**config.mk**
```make
export PLATFORM = sky130hd
export DESIGN_NAME = instruction_fetch_unit
export DESIGN_NICKNAME = d
export VERILOG_FILES = /design/src/rtl/instruction_fetch_unit_pkg.sv /design/src/rtl/instruction_fetch_unit_if_id_register.sv /design/src/rtl/instruction_fetch_unit.sv
export SDC_FILE = /design/constraint.sdc
export NUM_CORES = 1
export LEC_CHECK = 0
export ABC_AREA = 0
export BUFFER_PORTS_ARGS = -buffer_cell sky130_fd_sc_hd__buf_2
export CAP_MARGIN = 5
export CORE_MARGIN = 2
export CORE_UTILIZATION = 53
export DETAILED_ROUTE_END_ITERATION = 7
export PLACE_DENSITY = 0.81
export SLEW_MARGIN = 5
export SYNTH_ARGS = -nofsm -noshare
export SYNTH_HDL_FRONTEND = slang
export SYNTH_HIERARCHICAL = 1
export SYNTH_SLANG_ARGS = --single-unit
```
**constraint.sdc**
```tcl
create_clock -name clk -period 2.9 [get_ports clk]
set_clock_uncertainty 0.05 [all_clocks]
set_input_delay 0.29 -clock clk [delete_from_list [all_inputs] [get_ports clk]]
set_output_delay 0.29 -clock clk [all_outputs]
set_load 0.01 [all_outputs]
```
**src/rtl/instruction_fetch_unit_pkg.sv**
```systemverilog
// Shared pipeline definitions for the fetch stage: NOP encoding, default reset PC
// and the IF/ID bundle layout handed to the decode stage.
package instruction_fetch_unit_pkg;

    localparam int          XLEN             = 32;
    localparam logic [31:0] NOP              = 32'h0000_0000;
    localparam logic [31:0] DEFAULT_RESET_PC = 32'h0000_0000;

    typedef struct packed {
        logic            valid;
        logic [XLEN-1:0] instr;
        logic [XLEN-1:0] pc;
        logic [XLEN-1:0] pc_plus4;
    } if_id_t;

    localparam if_id_t IF_ID_BUBBLE = '{valid: 1'b0, instr: NOP, pc: 32'h0000_0000, pc_plus4: 32'h0000_0000};

endpackage

```
**src/rtl/instruction_fetch_unit_if_id_register.sv**
```systemverilog
// IF/ID pipeline register: captures a fetched bundle, holds it, or loads a bubble.
// Bubble load wins over hold so a redirect is never swallowed by a stall.
module if_id_register
    import instruction_fetch_unit_pkg::*;
(
    input  logic   clk,
    input  logic   reset,
    input  logic   hold,
    input  logic   load_bubble,
    input  if_id_t bundle_in,
    output if_id_t bundle_out
);

    if_id_t bundle_d;
    if_id_t bundle_q;

    // Next-state select between bubble, hold and capture.
    always_comb begin
        bundle_d = bundle_q;
        if (load_bubble) begin
            bundle_d = IF_ID_BUBBLE;
        end else if (hold) begin
            bundle_d = bundle_q;
        end else begin
            bundle_d = bundle_in;
        end
    end

    // Pipeline register with synchronous reset to a bubble.
    always_ff @(posedge clk) begin
        if (reset) begin
            bundle_q <= IF_ID_BUBBLE;
        end else begin
            bundle_q <= bundle_d;
        end
    end

    assign bundle_out = bundle_q;

endmodule

```
**src/rtl/instruction_fetch_unit.sv**
```systemverilog
// Fetch stage: owns the PC, addresses the zero-wait instruction ROM, and feeds the
// IF/ID register while handling redirect, flush and stall plus fault/perf tracking.
module instruction_fetch_unit
    import instruction_fetch_unit_pkg::*;
#(
    parameter logic [31:0] RESET_PC   = DEFAULT_RESET_PC,
    parameter int          IMEM_WORDS = 1024,
    parameter int          CNT_W      = 32
) (
    input  logic             clk,
    input  logic             reset,
    output logic [31:0]      imem_addr,
    input  logic [31:0]      imem_instr,
    input  logic             stall,
    input  logic             flush,
    input  logic             redirect_valid,
    input  logic [31:0]      redirect_target,
    output logic             if_id_valid,
    output logic [31:0]      if_id_instr,
    output logic [31:0]      if_id_pc,
    output logic [31:0]      if_id_pc_plus4,
    output logic             fetch_fault,
    output logic [CNT_W-1:0] fetch_count,
    output logic [CNT_W-1:0] bubble_count
);

    // Compared in 33 bits so a 4 GiB ROM does not overflow the limit.
    localparam logic [32:0] IMEM_BYTES = 33'(4 * IMEM_WORDS);

    function automatic logic [CNT_W-1:0] sat_inc(input logic [CNT_W-1:0] cnt);
        return (&cnt) ? cnt : cnt + CNT_W'(1);
    endfunction

    logic [31:0]      pc_d, pc_q;
    logic             fault_d, fault_q;
    logic [CNT_W-1:0] fetch_cnt_d, fetch_cnt_q;
    logic [CNT_W-1:0] bubble_cnt_d, bubble_cnt_q;
    logic             capture_s;
    logic             bubble_s;
    logic             pc_bad_s;
    logic             target_bad_s;
    logic [31:0]      pc_plus4_s;
    if_id_t           fetch_bundle_s;
    if_id_t           if_id_bundle_s;

    assign pc_plus4_s   = pc_q + 32'd4;
    assign pc_bad_s     = (pc_q[1:0] != 2'b00) || ({1'b0, pc_q} >= IMEM_BYTES);
    assign target_bad_s = (redirect_target[1:0] != 2'b00) || ({1'b0, redirect_target} >= IMEM_BYTES);

    // PC, fault and counter next-state; priority redirect > flush > stall > advance.
    always_comb begin
        pc_d         = pc_q;
        fault_d      = fault_q;
        fetch_cnt_d  = fetch_cnt_q;
        bubble_cnt_d = bubble_cnt_q;
        capture_s    = 1'b0;
        bubble_s     = 1'b0;
        if (redirect_valid) begin
            pc_d         = {redirect_target[31:2], 2'b00};
            bubble_s     = 1'b1;
            bubble_cnt_d = sat_inc(bubble_cnt_q);
            fault_d      = fault_q | target_bad_s;
        end else if (flush) begin
            pc_d         = pc_plus4_s;
            bubble_s     = 1'b1;
            bubble_cnt_d = sat_inc(bubble_cnt_q);
        end else if (stall) begin
            pc_d = pc_q;
        end else if (pc_bad_s) begin
            pc_d         = pc_plus4_s;
            bubble_s     = 1'b1;
            bubble_cnt_d = sat_inc(bubble_cnt_q);
            fault_d      = 1'b1;
        end else begin
            pc_d        = pc_plus4_s;
            capture_s   = 1'b1;
            fetch_cnt_d = sat_inc(fetch_cnt_q);
        end
    end

    // Fetch-stage state registers.
    always_ff @(posedge clk) begin
        if (reset) begin
            pc_q         <= RESET_PC;
            fault_q      <= 1'b0;
            fetch_cnt_q  <= '0;
            bubble_cnt_q <= '0;
        end else begin
            pc_q         <= pc_d;
            fault_q      <= fault_d;
            fetch_cnt_q  <= fetch_cnt_d;
            bubble_cnt_q <= bubble_cnt_d;
        end
    end

    assign fetch_bundle_s = '{valid: 1'b1, instr: imem_instr, pc: pc_q, pc_plus4: pc_plus4_s};

    if_id_register u_if_id_register (
        .clk         (clk),
        .reset       (reset),
        .hold        (!capture_s),
        .load_bubble (bubble_s),
        .bundle_in   (fetch_bundle_s),
        .bundle_out  (if_id_bundle_s)
    );

    assign imem_addr      = pc_q;
    assign if_id_valid    = if_id_bundle_s.valid;
    assign if_id_instr    = if_id_bundle_s.instr;
    assign if_id_pc       = if_id_bundle_s.pc;
    assign if_id_pc_plus4 = if_id_bundle_s.pc_plus4;
    assign fetch_fault    = fault_q;
    assign fetch_count    = fetch_cnt_q;
    assign bubble_count   = bubble_cnt_q;

endmodule

```
# Yosys cells after proc, flatten, opt, wreduce, memory -nomap -nowiden
# Index checks and enable logic that the tools add are counted.
[word_totals]
inputBits = 69
regBits = 194
out_inout_bits = 194
wordCells = 57
[op_classes]
add_sub_neg = 3
bitwise = 6
magnitude_cmp = 2
mux = 20
reduce_logical = 13
eq_ne = 4
[ops]
columns = ["operator", "n"]
rows = [
  ["2-to-1 mux 32 bit", 8],
  ["adder 32 x 1 -> 32 bit, second input constant", 2],
  [">= comparator 32 x 13 -> 1 bit, second input constant", 2],
  ["AND reduction 32 bit", 2],
  ["adder 32 x 3 -> 32 bit, second input constant", 1],
  ["2-to-1 mux 1 bit", 12],
  ["!= test 2 x 1 -> 1 bit, second input constant", 3],
  ["nonzero test 2 bit", 3],
  ["NOT 1 bit", 5],
  ["AND reduction 5 bit", 1],
  ["OR reduction 2 bit", 2],
  ["!= test 3 x 1 -> 1 bit, second input constant", 1],
  ["AND reduction 3 bit", 1],
  ["nonzero test 3 bit", 1],
  ["logical OR 1 bit", 2],
  ["AND reduction 2 bit", 1],
  ["OR 1 bit", 1],
]

# Depth between registers and ports, before layout
# Gate-level depths: netlist of the first run.
[depth]
word_depth = 7
ltp_mapped = 12
ltp_nobuf = 8

# Modules after synthesis
# Netlist of the first run, hierarchy kept.
[by_module_without_submodules]
columns = ["module", "seq_area_each_um2", "area_each_um2", "n_inst", "cells_each"]
rows = [
  ["instruction_fetch_unit", 1901.8, 5736.8, 1, 735],
  ["if_id_register", 1941.9, 3444.6, 1, 314],
]

# Worst setup path after synthesis of the first run
# OpenSTA, ideal clock, no wires.
[synth_path]
path_type = "reg-to-reg"
from = "register pc_q[17] (netlist: imem_addr[17])"
to = "register u_if_id_register.bundle_q, in the netlist u_if_id_register/bundle_out[62]"
path_slack_ns = 0.423
t_arrival_ns = 2.313
period_less_slack_ns = 2.477
path_buffers = 6
path_stages_with_launch = 13
setup_ns = 0.114
required_time_ns = 2.736
cell_sequence = "dfxtp_1 clkbuf_1 nor4_2 nand2_1 nor2_1 inv_1 buf_2 buf_1 buf_4 buf_6 buf_6 mux2i_1 nor2_1"
[synth_via]
elab_chain_len = 7
elab_cells_between_ends = 11
classes_between = "order compare (1); mux (8); reduce/logical (2)"
[synth_rtl]
columns = ["item", "line_no", "text"]
rows = [
  ["start: declaration", "instruction_fetch_unit.sv:34", "logic [31:0] pc_d, pc_q;"],
  ["start signal: assignment", "instruction_fetch_unit.sv:89", "pc_q <= pc_d;"],
  [">= comparator 32 x 13 -> 1 bit *", "instruction_fetch_unit.sv:47", "assign pc_bad_s = (pc_q[1:0] != 2'b00) || ({1'b0, pc_q} >= IMEM_BYTES);"],
  ["logical OR 1 bit *", "instruction_fetch_unit.sv:47", ""],
  ["2-to-1 mux 1 bit", "instruction_fetch_unit.sv:69", "end else if (pc_bad_s) begin"],
  ["2-to-1 mux 1 bit", "instruction_fetch_unit.sv:67", "end else if (stall) begin"],
  ["2-to-1 mux 1 bit", "instruction_fetch_unit.sv:63", "end else if (flush) begin"],
  ["2-to-1 mux 1 bit", "instruction_fetch_unit.sv:58", "if (redirect_valid) begin"],
  ["OR reduction 2 bit (no source line)", "n/a", ""],
  ["end signal: assignment", "instruction_fetch_unit_if_id_register.sv:34", "bundle_q <= bundle_d;"],
  ["end: declaration", "instruction_fetch_unit_if_id_register.sv:15", "if_id_t bundle_q;"],
]
# Mark *: on every way between the ends. The rest lies on a longest branch, timed or not.
# A chain may end at the register's enable or synchronous reset.

# Final worst setup path of the first run
[layout_path]
from = "register pc_q[3] (netlist: imem_addr[3])"
to = "register u_if_id_register.bundle_q, in the netlist u_if_id_register/bundle_out[24]"
[layout_via]
elab_cells_between_ends = 12
classes_between = "add/sub (1); order compare (1); mux (8); reduce/logical (2)"
[layout_lines]
columns = ["item", "line_no", "text"]
rows = [
  ["adder 32 x 3 -> 32 bit", "instruction_fetch_unit.sv:46", "assign pc_plus4_s = pc_q + 32'd4;"],
  ["net pc_plus4_s[24]", "instruction_fetch_unit.sv:42", "logic [31:0] pc_plus4_s;"],
]
# The timed path passes the listed nets, and every way through them passes these cells.

==> impl.org, run 1 <==
** Outcome
- The flow ran to the end, and the final reports show no timing, DRC or antenna violations.

** Timing
- Worst relative slew slack :: 26.8%
- Tcrit/Tclk final :: 88.7%
- Hold timing on the final database bottoms out at a slack of 48.5 ps.
- Setup violations remaining at the end of the flow were counted as 0.
- Fin. max-slew vios :: 0
- Worst-Margin Slew :: 1100 ps
- Max Fclk :: 389 MHz
- Shortest period the worst path allows :: 2570 ps
- Final Hold Vio Count :: 0
- After routing, the total negative slack on setup checks comes to 0 ps.
- Setup repair after global routing left no endpoint under its margin.

** Synthesis
- Mux contribution to synthesized area :: 12.3%
- Post-synthesis instance total :: 1049
- The synthesized netlist devotes 10.8% of its cell area to compound gates.
- Number of synthesized register bits :: 192
- Simple-gate portion of the synthesized area :: 25.3%
- In this run the mean area of a mapped cell was 8.75 um^2.
- Number of enable flip-flop cells after synthesis :: 0
- Adder-Cell Fraction of Synth Area :: 0.545%
- Sequential fraction of the synthesis area :: 41.9%
- Combinational family with the most area after synthesis :: simple AND/OR/NAND/NOR gates
- Yosys warning total :: 6
- In this run, distinct cell masters in the synthesized netlist total 58.
- Synthesized area :: 9180 um^2
- Share of the synthesized netlist area taken by xor and xnor gates :: 4.48%
- Among all flip-flop cells after synthesis, the most frequent one is sky130_fd_sc_hd__dfxtp_1.
- In the synthesized netlist the async set-or-reset flop fraction comes to 0%.

** Global routing
- The first global-routing pass estimated 40100 um of wire.
- Overflow left after global routing :: 0
- Entering global routing, the biggest net connects 110 pins.
- The number of antenna violations at the first check in global routing was 4.
- The number of global-route vias before repair is 8127.
- Total routing resource utilization after global routing :: 27.1%

** Floorplan
- 263 I/O pins were placed.
- The initialized floorplan defines 48 standard-cell rows.
- Area of the die :: 18400 um^2
- Starting density of the core :: 53.6%
- Overall die width :: 136 um
- The region available for standard cell placement spans 17100 um^2.
- The die is 136 um tall.

** Hold path
- Counting instances, the worst hold path has a depth of 3.
- WHS Endpoint :: imem_addr[5]
- Beginning of the worst hold path :: redirect_target[5]
- The path class of the tightest hold or removal check is in -> reg.

** Cells and area
- Area grow syn2layout :: 22.7%
- Layout Nets :: 1370
- Share of final-layout standard cells stronger than drive strength 1 :: 26.9%
- Post-Layout Cell Count :: 1539
- The finished cells cover 11300 um^2.

** Clocking
- The root buffer cell chosen for the clock tree is sky130_fd_sc_hd__clkbuf_16.
- TritonCTS built the clock tree.
- The clock tree synthesis step divided the H-tree into 4 levels.
- Clock-pin slew was measured on the worst setup and hold paths at 70 ps.
- Clock buffer depth :: 2
- Clock insertion delay at the later pin of the skew report :: 430 ps
- Sinks on the clock net :: 192
- The number of hold buffers added after CTS was 0.
- Clock tree synthesis inserted a total of 17 buffers.

** Worst setup path
- Worst r2r path cells :: 7
- Capture point of the worst reg-to-reg path :: u_if_id_register/bundle_out[24]
- The worst setup path is captured at a flop.
- Data arrival time of the critical path :: 2790 ps
- The slowest stage of the critical path is the sky130_fd_sc_hd__or4_1 cell.
- CP Cell Sequence :: ha_1 -> nand3_1 -> or4_1 -> nor3_1 -> xor2_1 -> mux2i_1 -> nor2_1
- Together, buffers and inverters on the worst path number 0.
- The worst register-to-register path begins at imem_addr[3].
- For this run, the slowest stage of the critical path takes 630 ps.
- Startpoint kind of the worst setup timing path :: flop
- STA puts the critical path data required time at 3120 ps.
- The cell family contributing the most delay on the critical path is simple AND/OR/NAND/NOR gates.
- The worst setup path is of the reg -> reg kind.
- FF-to-FF setup slack :: 330 ps
- Along the worst path, the maximum fanout reaches 8.

** Routing
- Iteration-0 DRC Markers :: 533
- Detailed routing inserted a total of 8861 vias.
- Dividing the detail-routed wire length by the instance count gives 16.7 um.
- In the routed layout, each cell is associated on average with a via count of 5.76.
- Wires add up to 25700 um.
- Count of nets left with antenna violations after detail routing :: 0
- Number of DRC violations after detailed routing :: 0
- For this run, the detailed router's first-pass iteration total came to 7.

** Power and ir drop
- Power density of the placed cells :: 466 nW/um^2
- In this run the static leakage power is 5.17 nW.
- IR drop worst, VDD :: 0.000398 V

** Placement
- Placer's final routability congestion estimate :: 0.884
- Summed over all nets, the half-perimeter wirelength after detailed placement is 18500 um.
- PortBufs :: 260
- Post-placement cell count :: 1501
- Placed Area :: 10700 um^2

** Job
- Total of max-cap violations :: 0
## power breakdown
group	total, mW	switching, mW	internal (mW)	leakage [nW]
Clock	2.16	1.04	1.13	0.251
Sequential	2.72	0.0553	2.67	1.55
Combinational	0.360	0.209	0.151	3.37
## routing by layer
metal  up-vias  track usage, %  wire, um
met5         -               0         0
met3        50            6.51      2030
met4         0            12.1       773
li1       4280               -         -
met2       367            46.1     12400
met1      4164            32.4     10500
## cells in the mapped netlist (all sizes together) (9+ instances only)
cell | instances | area (um^2)
a21oi | 62 | 310
nor4 | 27 | 194
nor2 | 152 | 571
buf | 30 | 209
nor3 | 29 | 150
nand4 | 25 | 163
or3 | 21 | 131
nand3 | 39 | 195
dfxtp | 192 | 3840
a211oi | 14 | 105
o21ai | 29 | 145
or4 | 30 | 230
xnor2 | 24 | 210
clkbuf | 40 | 151
mux2 | 12 | 135
nor2b | 13 | 81.3
o31ai | 29 | 218
xor2 | 23 | 201
mux2i | 99 | 991
inv | 18 | 67.6
and4 | 11 | 96.3
and3 | 9 | 56.3
nand2 | 58 | 218
## flip-flops by register name (all words and copies together) (netlist names)
name                         cells
u_if_id_register/bundle_out     97
bubble_count                    32
fetch_count                     32
imem_addr                       30
fetch_fault                      1
## worst max-delay path by stage
stage                  start                              end  slack (ps)  cells past startpoint
4_1_cts        imem_addr[17]  u_if_id_register/bundle_out[50]         210                      6
3_3_place_gp   imem_addr[17]  u_if_id_register/bundle_out[33]         340                      6
2_1_floorplan  imem_addr[17]  u_if_id_register/bundle_out[62]         420                     12
5_1_grt        imem_addr[17]  u_if_id_register/bundle_out[68]         160                      6
6_report        imem_addr[3]  u_if_id_register/bundle_out[24]         330                      7
3_5_place_dp   imem_addr[23]                   fetch_count[0]         290                      8
## metrics by stage
step	setup slack [ps]	util [%]	power, mW
after floorplan	423	-	2.97
after global placement	338	62.5	3.13
after detailed placement	288	62.5	3.14
after CTS	207	65.6	5.28
after global routing	161	65.8	5.44
final	328	65.8	5.25
## cells by family (layout without fill, tap and decap cells)
logic type                 after synthesis  in the layout
and+or+nand+nor                        445            445
DFF                                    192            192
AOI/OAI and AO/OA                      160            160
muxes                                  111            111
buffers and inverters                   88            344
xor gates and xnor gates                47             47
adders and majority gates                4              4
other                                    2             11
## tightest hold or removal path: stages
cell and delay, ps:
sky130_fd_sc_hd__buf_2 70, sky130_fd_sc_hd__mux2i_1 50, sky130_fd_sc_hd__nor2_1 70
## layout by cell type (no fill, tap or decap), types with 29 or more instances in the layout
cell type,count
sky130_fd_sc_hd__dfxtp_1,192
sky130_fd_sc_hd__buf_4,33
sky130_fd_sc_hd__nor2_1,152
sky130_fd_sc_hd__nand2_1,58
sky130_fd_sc_hd__buf_2,259
sky130_fd_sc_hd__nand3_1,39
sky130_fd_sc_hd__o31ai_1,29
sky130_fd_sc_hd__a21oi_1,62
sky130_fd_sc_hd__mux2i_1,99
sky130_fd_sc_hd__o21ai_0,29
## area by class of cell
class,count,area (um^2)
fillers,1426,5850
multi-input cells,774,4940
flip-flops and latches,192,3840
repair buffers,294,1580
clock buffers,21,450
well taps,225,282
clock inverters,11,82.6
inverters,18,72.6
diodes,4,10.0
## repair_timing
item | 4_1_cts | 5_1_grt
endpoints found under the hold margin | 0 | 0
resized for setup | 0 | 1
setup endpoints to repair | 0 | 7
setup buffers | 0 | 2
Note: power is estimated with default switching activity, not from simulation.
==> run 2, diff against run 1 <==
- ABC_AREA: 0 -> 1
- CORE_UTILIZATION: 53 -> 54
==> run 2 against run 1 <==
- hold slack worse by 36 ps
- non-clock buffer count is 15 lower
- synthesized cell count is 70% higher
- critical endpoint is now u_if_id_register/bundle_out[59]
==> impl.org, run 2 <==
** Timing
- Final Hold Vio Count :: 0 (unchanged)
- Final-layout setup total negative slack :: 0 ps (unchanged)
- The count of final max-slew check failures is 0 (unchanged).
- Minimum setup slack in the final design :: 514 ps (+187 ps)
- The count of final setup violators is 0 (unchanged).
- The worst slew margin relative to its limit was 54.3% (+27 points).
- Unrepaired setup endpoints after global routing :: no
- The post-layout minimum cycle time is 2390 ps (-187 ps).
- Worst-Margin Slew :: 685 ps (-413 ps)
- The period utilization is 82.3% (-6.4 points).
- Max Fclk :: 419 MHz (+7.8%)

** Clocking
- The hold buffer count at cts came to 1 (+1).
- The clock-pin slew on the worst setup and hold paths is 80 ps (about the same).
- PostCTS Resize Cnt :: 0 (unchanged)
- The maximum level of the CTS H-tree was 4 (unchanged).
- The clock latency of the later-clocked register in the worst-skew pair is 440 ps (about the same).
- Number of buffers added for setup after CTS :: 0 (unchanged)
- TritonCTS clock tree :: yes
- The maximum root-to-sink buffer count came to 2 (unchanged).
- Cell chosen for the clock root :: sky130_fd_sc_hd__clkbuf_16
- The total CTS buffers came to 17 (unchanged).
- Sinks on the clock net :: 192 (unchanged)

** Floorplan
- The core area is 19500 um^2 (+14%).
- The number of core rows came to 51 (+6.3%).
- The initial standard-cell utilization of the core was 55.0% (+1.3 points).
- The total die area came to 21000 um^2 (+14%).
- Overall die width :: 145 um (+6.7%)
- The chip height is 145 um (+6.7%).
- The top-level I/O count came to 263 (unchanged).

** Placement
- Final HPWL from detailed placement :: 22800 um (+24%)
- PortBufs :: 260 (unchanged)
- Placer's final routability congestion estimate :: 1.00 (+13%)
- The placement-stage worst setup slack was 554 ps (+266 ps).

** Cells and area
- The area growth from synthesis to layout is 18.8%.
- The fraction of final layout cells with drive strength greater than 1 is 16.3% (-11 points).
- Layout Nets :: 2080 (+52%)
- Number of fillers in the final layout :: 1810 (+27%)
- The library cells used most frequently in the layout, excluding fill and tap cells, are sky130_fd_sc_hd__nand2_1 (623), sky130_fd_sc_hd__nor2_1 (385), sky130_fd_sc_hd__buf_2 (260).
- Number of flip-flops under the largest register name :: 97 (unchanged)
- Leading cell type in the layout, fill and taps excluded :: sky130_fd_sc_hd__nand2_1
- The area of the multi-input gates was 5850 um^2 (+18%).
- The sequential cell area in the final layout came to 3840 um^2 (unchanged).
- The post-layout utilization of the core came to 65.3% (-0.51 points).

** Synthesis
- Top cell types by occurrence after synthesis :: sky130_fd_sc_hd__nand2_1 (623), sky130_fd_sc_hd__nor2_1 (386), sky130_fd_sc_hd__dfxtp_1 (192)
- The proportion of netlist area held by the largest area contributor is 35.9% (-5.9 points).
- Post-synthesis instance total :: 1781 (+70%)
- The most used flip-flop cell after synthesis is sky130_fd_sc_hd__dfxtp_1.
- Syn_area_per_cell :: 6.01 um^2 (-31%)
- Number of unique standard cell types used by synthesis :: 28 (-52%)
- Asr flop ratio synth :: 0% (unchanged)
- The area of the mapped netlist is 10700 um^2 (+17%).
- Synth area leaders :: sky130_fd_sc_hd__dfxtp_1 (36%), sky130_fd_sc_hd__nand2_1 (22%), sky130_fd_sc_hd__nor2_1 (14%)
- The number of synthesized flops with an enable pin was 0 (unchanged).
- The number of register bits inferred by synthesis came to 192 (unchanged).
- Among all cell types in the netlist, the one instantiated most often is sky130_fd_sc_hd__nand2_1.
- The share of synthesized area occupied by flip-flops and latches came to 35.9% (-5.9 points).
- Yosys warning total :: 6 (unchanged)
- Leading area contributor after synthesis :: sky130_fd_sc_hd__dfxtp_1

** Power and ir drop
- Leakage dissipation :: 6.22 nW (+20%)
- The sequential cell fraction of total power was 49.8% (-2.1 points).
- IR drop worst, VDD :: 0.000413 V (+3.8%)
- The ratio of total power to cell area came to 435 nW/um^2 (-6.6%).
- Power consumption :: 5.53 mW (+5.4%)
- The switching power of the nets came to 1.49 mW (+14%).
- The relative contribution of the clock network to total power came to 43.5% (+2.3 points).
- Switching part of the total power :: 26.9% (+2.1 points)
- The total internal power is 4.05 mW (+2.5%).
- The portion of total power attributed to combinational logic came to 6.8% (about the same).

** Routing
- The vias after detailed routing was 11682 (+32%).
- Iteration-0 DRC Markers :: 902 (+69%)
- The per-cell routed wire length was 13.9 um (-17%).
- The DRC violation count after routing came to 0 (unchanged).
- Count of nets left with antenna violations after detail routing :: 0 (unchanged)
- The ratio of routed vias to standard cells was 5.10 (-11%).
- First-pass DRT Iterations :: 5 (-2)
- The total wire length is 31800 um (+24%).

** Hold path
- Worst min path class :: in -> reg
- The worst hold path begins at imem_instr[21].

** Worst setup path
- Data arrival time of the critical path :: 2710 ps (-80 ps)
- The worst setup path is captured at a flop.
- Walking the worst path, the cells encountered are nor2_1 -> nand2_1 -> nor2_1 -> nand3_2 -> nand2_1 -> nand2_1 -> nor2_4 -> buf_4 -> nand2_1 -> nor2_1.
- Required time of the critical path :: 3230 ps (+110 ps)
- The critical path starts at imem_addr[24].
- Highest-delay cell along the critical path :: sky130_fd_sc_hd__nor2_4
- Among the stages of the critical path, the cell type that occurs most often is sky130_fd_sc_hd__nand2_1.
- Critical path buffers and inverters :: 1 (+1)
- Broken down by cell family, the worst path's largest delay share belongs to simple AND/OR/NAND/NOR gates.
- The startpoint identified for the worst register-to-register timing path is imem_addr[24].
- The largest stage delay on the critical path was 510 ps (-120 ps).
- Critical-path maximum fanout :: 20 (+12)
- The critical path is of the reg -> reg type.
- Startpoint kind of the worst setup timing path :: flop

** Job
- The count of max-cap constraint violations came to 0 (unchanged).

** Outcome
- The flow ran to the end, and the final reports show no timing, DRC or antenna violations.

** Global routing
- The global route total overflow is 0 (unchanged).
- Number of antenna violations at the first check in global routing :: 6 (+2)
- Number of global-route vias before repair :: 10120 (+25%)
- Maximum number of pins on one net before global-route repair :: 145 (+32%)
- First-pass GRT wire length :: 49100 um (+22%)
- The global routing usage summed across all routing layers is 29.1% (+2.0 points).
-- run 2: path summary, 6_finish.rpt --
check                                         end  slack [ps]  cells after the start
setup reg to reg  u_if_id_register/bundle_out[59]         510                     10
hold / removal    u_if_id_register/bundle_out[85]          10                      3
setup / recovery  u_if_id_register/bundle_out[59]         510                     10
hold reg to reg   u_if_id_register/bundle_out[58]         450                      4
-- run 2: cells by family (layout without fill, tap and decap cells) --
family,count (synthesis),count (layout),share of synthesized area (%)
compound gates,138,138,6.48
xor+xnor,32,32,2.62
fa+ha+maj,4,4,0.468
buf+inv,237,471,9.63
flops,192,192,35.9
other cells,2,12,0.0702
simple gates,1176,1176,44.8
-- run 2: final cells by class --
type / instances / share of cell area, %
multi-input combinational: 1357 / 46.0
timing repair buffer: 279 / 11.6
clock inverter: 14 / 1.34
antenna: 5 / 0.0984
inverter: 160 / 4.73
tap: 265 / 2.61
clock buffer: 18 / 3.38
sequential: 192 / 30.2
-- run 2: power groups by stage --
stage          Sequential (mW)  Clock [mW]  Combinational (mW)
4_1_cts                   2.75        2.44               0.371
6_report                  2.75        2.41               0.374
2_1_floorplan             2.80           0               0.208
3_3_place_gp              2.81           0               0.363
3_5_place_dp              2.81           0               0.367
5_1_grt                   2.76        2.55               0.414
-- run 2: per-layer routing --
metal	global-route usage, %	vias to the layer above	wire length, um
li1	-	5947	-
met1	35.9	5230	13500
met2	50.2	448	15100
met3	5.82	55	2400
met4	10.8	2	799
met5	0	-	13
-- run 2: tightest hold or removal path: stages --
cell	delay, ps
sky130_fd_sc_hd__buf_2	70
sky130_fd_sc_hd__nor2_1	30
sky130_fd_sc_hd__nor2_1	80
-- run 2: metrics by stage --
stage | cells | hold WS (ps) | instance area (um^2)
6_report | 2290 | 12.8 | 12700
5_1_grt | 2288 | 6.58 | 12700
4_1_cts | 2285 | 4.60 | 12700
3_5_place_dp | 2252 | 442 | 12100
3_3_place_gp | 2252 | 437 | 12100
2_1_floorplan | 1786 | 369 | 10700
==> run 3, diff against run 2 <==
- ABC_AREA: 1 -> 0
- CORE_UTILIZATION: 54 -> 53
- clock period: 2.9 -> 2.4 ns (I/O delays scaled with it)
==> run 3 against run 2 <==
- the flow now finishes with violations (negative hold slack)
- global-route usage rose by 0.093 points
- critical path depth fell by 5
- cell count down 30%
- worst setup slack worse by 390 ps
- flip-flop and latch count is the same
- hold slack got worse by 13 ps
- sequential power is 19% higher
- highest routed layer unchanged
==> impl.org, run 3 (synthesis gave the netlist of run 1 again) <==
** Routing
- First-pass DRT Iterations :: 5 (unchanged)
- The number of nets still failing antenna checks after routing came to 0 (unchanged).
- Via count :: 9220 (-21%)
- Per-cell via count in the routed design :: 5.74 (+13%)
- The per-cell routed wire length was 17.2 um (+24%).
- Wire length after detailed routing :: 27600 um (-13%)
- Number of DRC violations after detailed routing :: 0 (unchanged)
- Iteration-0 DRC Markers :: 637 (-29%)

** Cells and area
- Number of fillers in the final layout :: 1334 (-26%)
- The flip-flop count of the largest register, all copies and words added is 97 (unchanged).
- From synthesis to final layout, the design area changed by 30.0%.
- Layout Nets :: 1435 (-31%)
- Leaving out fill and tap cells, the most frequent cell in the layout is sky130_fd_sc_hd__buf_2.
- The fraction of final layout cells with drive strength greater than 1 is 29.5% (+13 points).
- Commonest non-fill, non-tap cells in the layout :: sky130_fd_sc_hd__buf_2 (259), sky130_fd_sc_hd__dfxtp_1 (192), sky130_fd_sc_hd__nor2_1 (151)

** Clocking
- Sinks on the clock net :: 192 (unchanged)
- Clock insertion delay at the later pin of the skew report :: 440 ps (about the same)
- H-tree lvl count :: 4 (unchanged)
- The maximum root-to-sink buffer count was 2 (unchanged).
- Clock-pin transition on the worst setup and hold timing paths :: 80 ps (about the same)
- TritonCTS clock tree :: yes
- The total CTS buffers was 17 (unchanged).
- The tree is rooted in a sky130_fd_sc_hd__clkbuf_16.

** Global routing
- Overflow left after global routing :: 0 (unchanged)
- The number of global-route vias before repair is 8476 (-16%).
- Number of antenna violations at the first check in global routing :: 6 (unchanged)
- Total routing resource utilization after global routing :: 29.2% (+0.093 points)
- The pin count of the biggest net entering global routing is 72 (-50%).
- The wire length of the first global-routing pass was 43200 um (-12%).

** Floorplan
- The top-level I/O count came to 263 (unchanged).
- The chip width was 136 um (-6.3%).
- The initial standard-cell utilization of the core was 53.6% (-1.3 points).
- The chip height was 136 um (-6.3%).
- The core area was 17100 um^2 (-12%).
- Site Rows :: 48 (-5.9%)
- Area of the die :: 18400 um^2 (-12%)

** Power and ir drop
- Power consumption :: 6.60 mW (+19%)
- The worst supply voltage drop on vdd came to 0.000473 V (+14%).
- Leakage dissipation :: 5.54 nW (-11%)
- The ratio of total power to cell area is 553 nW/um^2 (+27%).

** Worst setup path
- The arrival time of the worst setup path came to 2590 ps (-120 ps).
- The worst setup path is captured at a flop.
- The top fanout value on the critical path is 9 (-55%).
- Startpoint kind of the worst setup timing path :: flop
- The data required time at the worst endpoint came to 2710 ps (-520 ps).
- The setup path with the least slack is of type reg -> reg.

** Placement
- Placement-stage worst setup slack :: -31.9 ps (-586 ps)
- The detailed-placement wirelength estimate came to 19300 um (-15%).
- Placer's final routability congestion estimate :: 0.900 (-10%)
- The number of input and output port buffers inserted came to 260 (unchanged).

** Timing
- Worst relative slew slack :: 61.9% (+7.7 points)
- Worst-Margin Slew :: 571 ps (-115 ps)
- The period utilization came to 95.0% (+13 points).
- The final setup TNS came to 0 ps (unchanged).
- The tightest hold margin came to -0.301 ps (-13.1 ps).
- Minimum setup slack in the final design :: 119 ps (-395 ps)
- The maximum clock frequency was 438 MHz (+4.6%).
- The post-layout minimum cycle time is 2280 ps (-105 ps).
- The final count of hold timing violations is 1 (+1).
- Fin. max-slew vios :: 0 (unchanged)
- The count of final setup violators came to 0 (unchanged).

** Outcome
- Run status :: finished, violations left
- Violated checks :: negative hold slack

** Hold path
- Worst min path class :: in -> reg

** Job
- Total of max-cap violations :: 0 (unchanged)
[run 3: cell types whose count changed in the layout (fill, tap and decap cells not counted), sizes merged, moves of 26 or more]
cell | before | now
mux2i | 0 | 99
or4 | 0 | 30
inv | 166 | 26
nand3b | 30 | 1
o31ai | 0 | 29
a21oi | 107 | 62
nand2 | 629 | 58
nor4 | 1 | 27
nand3 | 94 | 39
buf | 278 | 335
nor3 | 3 | 29
nor2 | 396 | 152
[run 3: what timing repair did]
| item | in CTS | in global routing |
|---|---|---|
| endpoints found under the setup margin | 4 | 28 |
| buffers inserted | 2 | 1 |
| hold buffers | 24 | 0 |
| endpoints found under the hold margin | 24 | 0 |
| gates resized for setup | 0 | 9 |
| pin swaps | 1 | 1 |
[run 3: layout make-up]
cell class                 instances  area (um^2)  area share (%)
antenna                            5         12.5           0.105
clock buffer                      17          425            3.56
clock inverter                    15          163            1.36
inverter                          18         72.6           0.608
multi-input combinational        774         4990            41.8
sequential                       192         3840            32.2
tap                              225          282            2.36
timing repair buffer             359         2140            18.0
[run 3: metal layers]
metal | track usage (%) | vias to the layer above | share of wire, %
met5 | 0 | - | 0.047
li1 | - | 4423 | -
met3 | 7.30 | 50 | 8.6
met1 | 35.7 | 4349 | 40
met2 | 50.4 | 396 | 49
met4 | 9.43 | 2 | 2.1
[run 3: power breakdown]
| group | total [mW] | switching, mW | internal (mW) |
|---|---|---|---|
| Sequential | 3.26 | 0.0382 | 3.22 |
| Clock | 2.80 | 1.40 | 1.40 |
| Combinational | 0.540 | 0.301 | 0.239 |
[run 3: worst max-delay path, cell delays in order (launching register included)]
cell	delay, ps
sky130_fd_sc_hd__dfxtp_1	450
sky130_fd_sc_hd__nand4_2	130
sky130_fd_sc_hd__or4_4	550
sky130_fd_sc_hd__or3_4	400
sky130_fd_sc_hd__or4_1	480
sky130_fd_sc_hd__a21oi_1	160
[run 3: path summary, 6_finish.rpt]
kind / startpoint / cells after the start / slack (ps) / end
max reg2reg: fetch_count[6] / 5 / 120 / fetch_count[15]
min reg2reg: u_if_id_register/bundle_out[46] / 2 / 440 / u_if_id_register/bundle_out[46]
max: fetch_count[6] / 5 / 120 / fetch_count[15]
min: imem_instr[17] / 3 / -0.3 / u_if_id_register/bundle_out[81]
[run 3: through the flow]
step | cells | utilization (%) | instance area [um^2] | hold WS, ps
3_5_place_dp | 1541 | 64.4 | 11000 | 427
3_3_place_gp | 1541 | 64.4 | 11000 | 410
2_1_floorplan | 1054 | - | 9210 | 334
4_1_cts | 1599 | 69.3 | 11900 | 0.705
5_1_grt | 1604 | 69.7 | 11900 | 16.0
6_report | 1605 | 69.7 | 11900 | -0.301
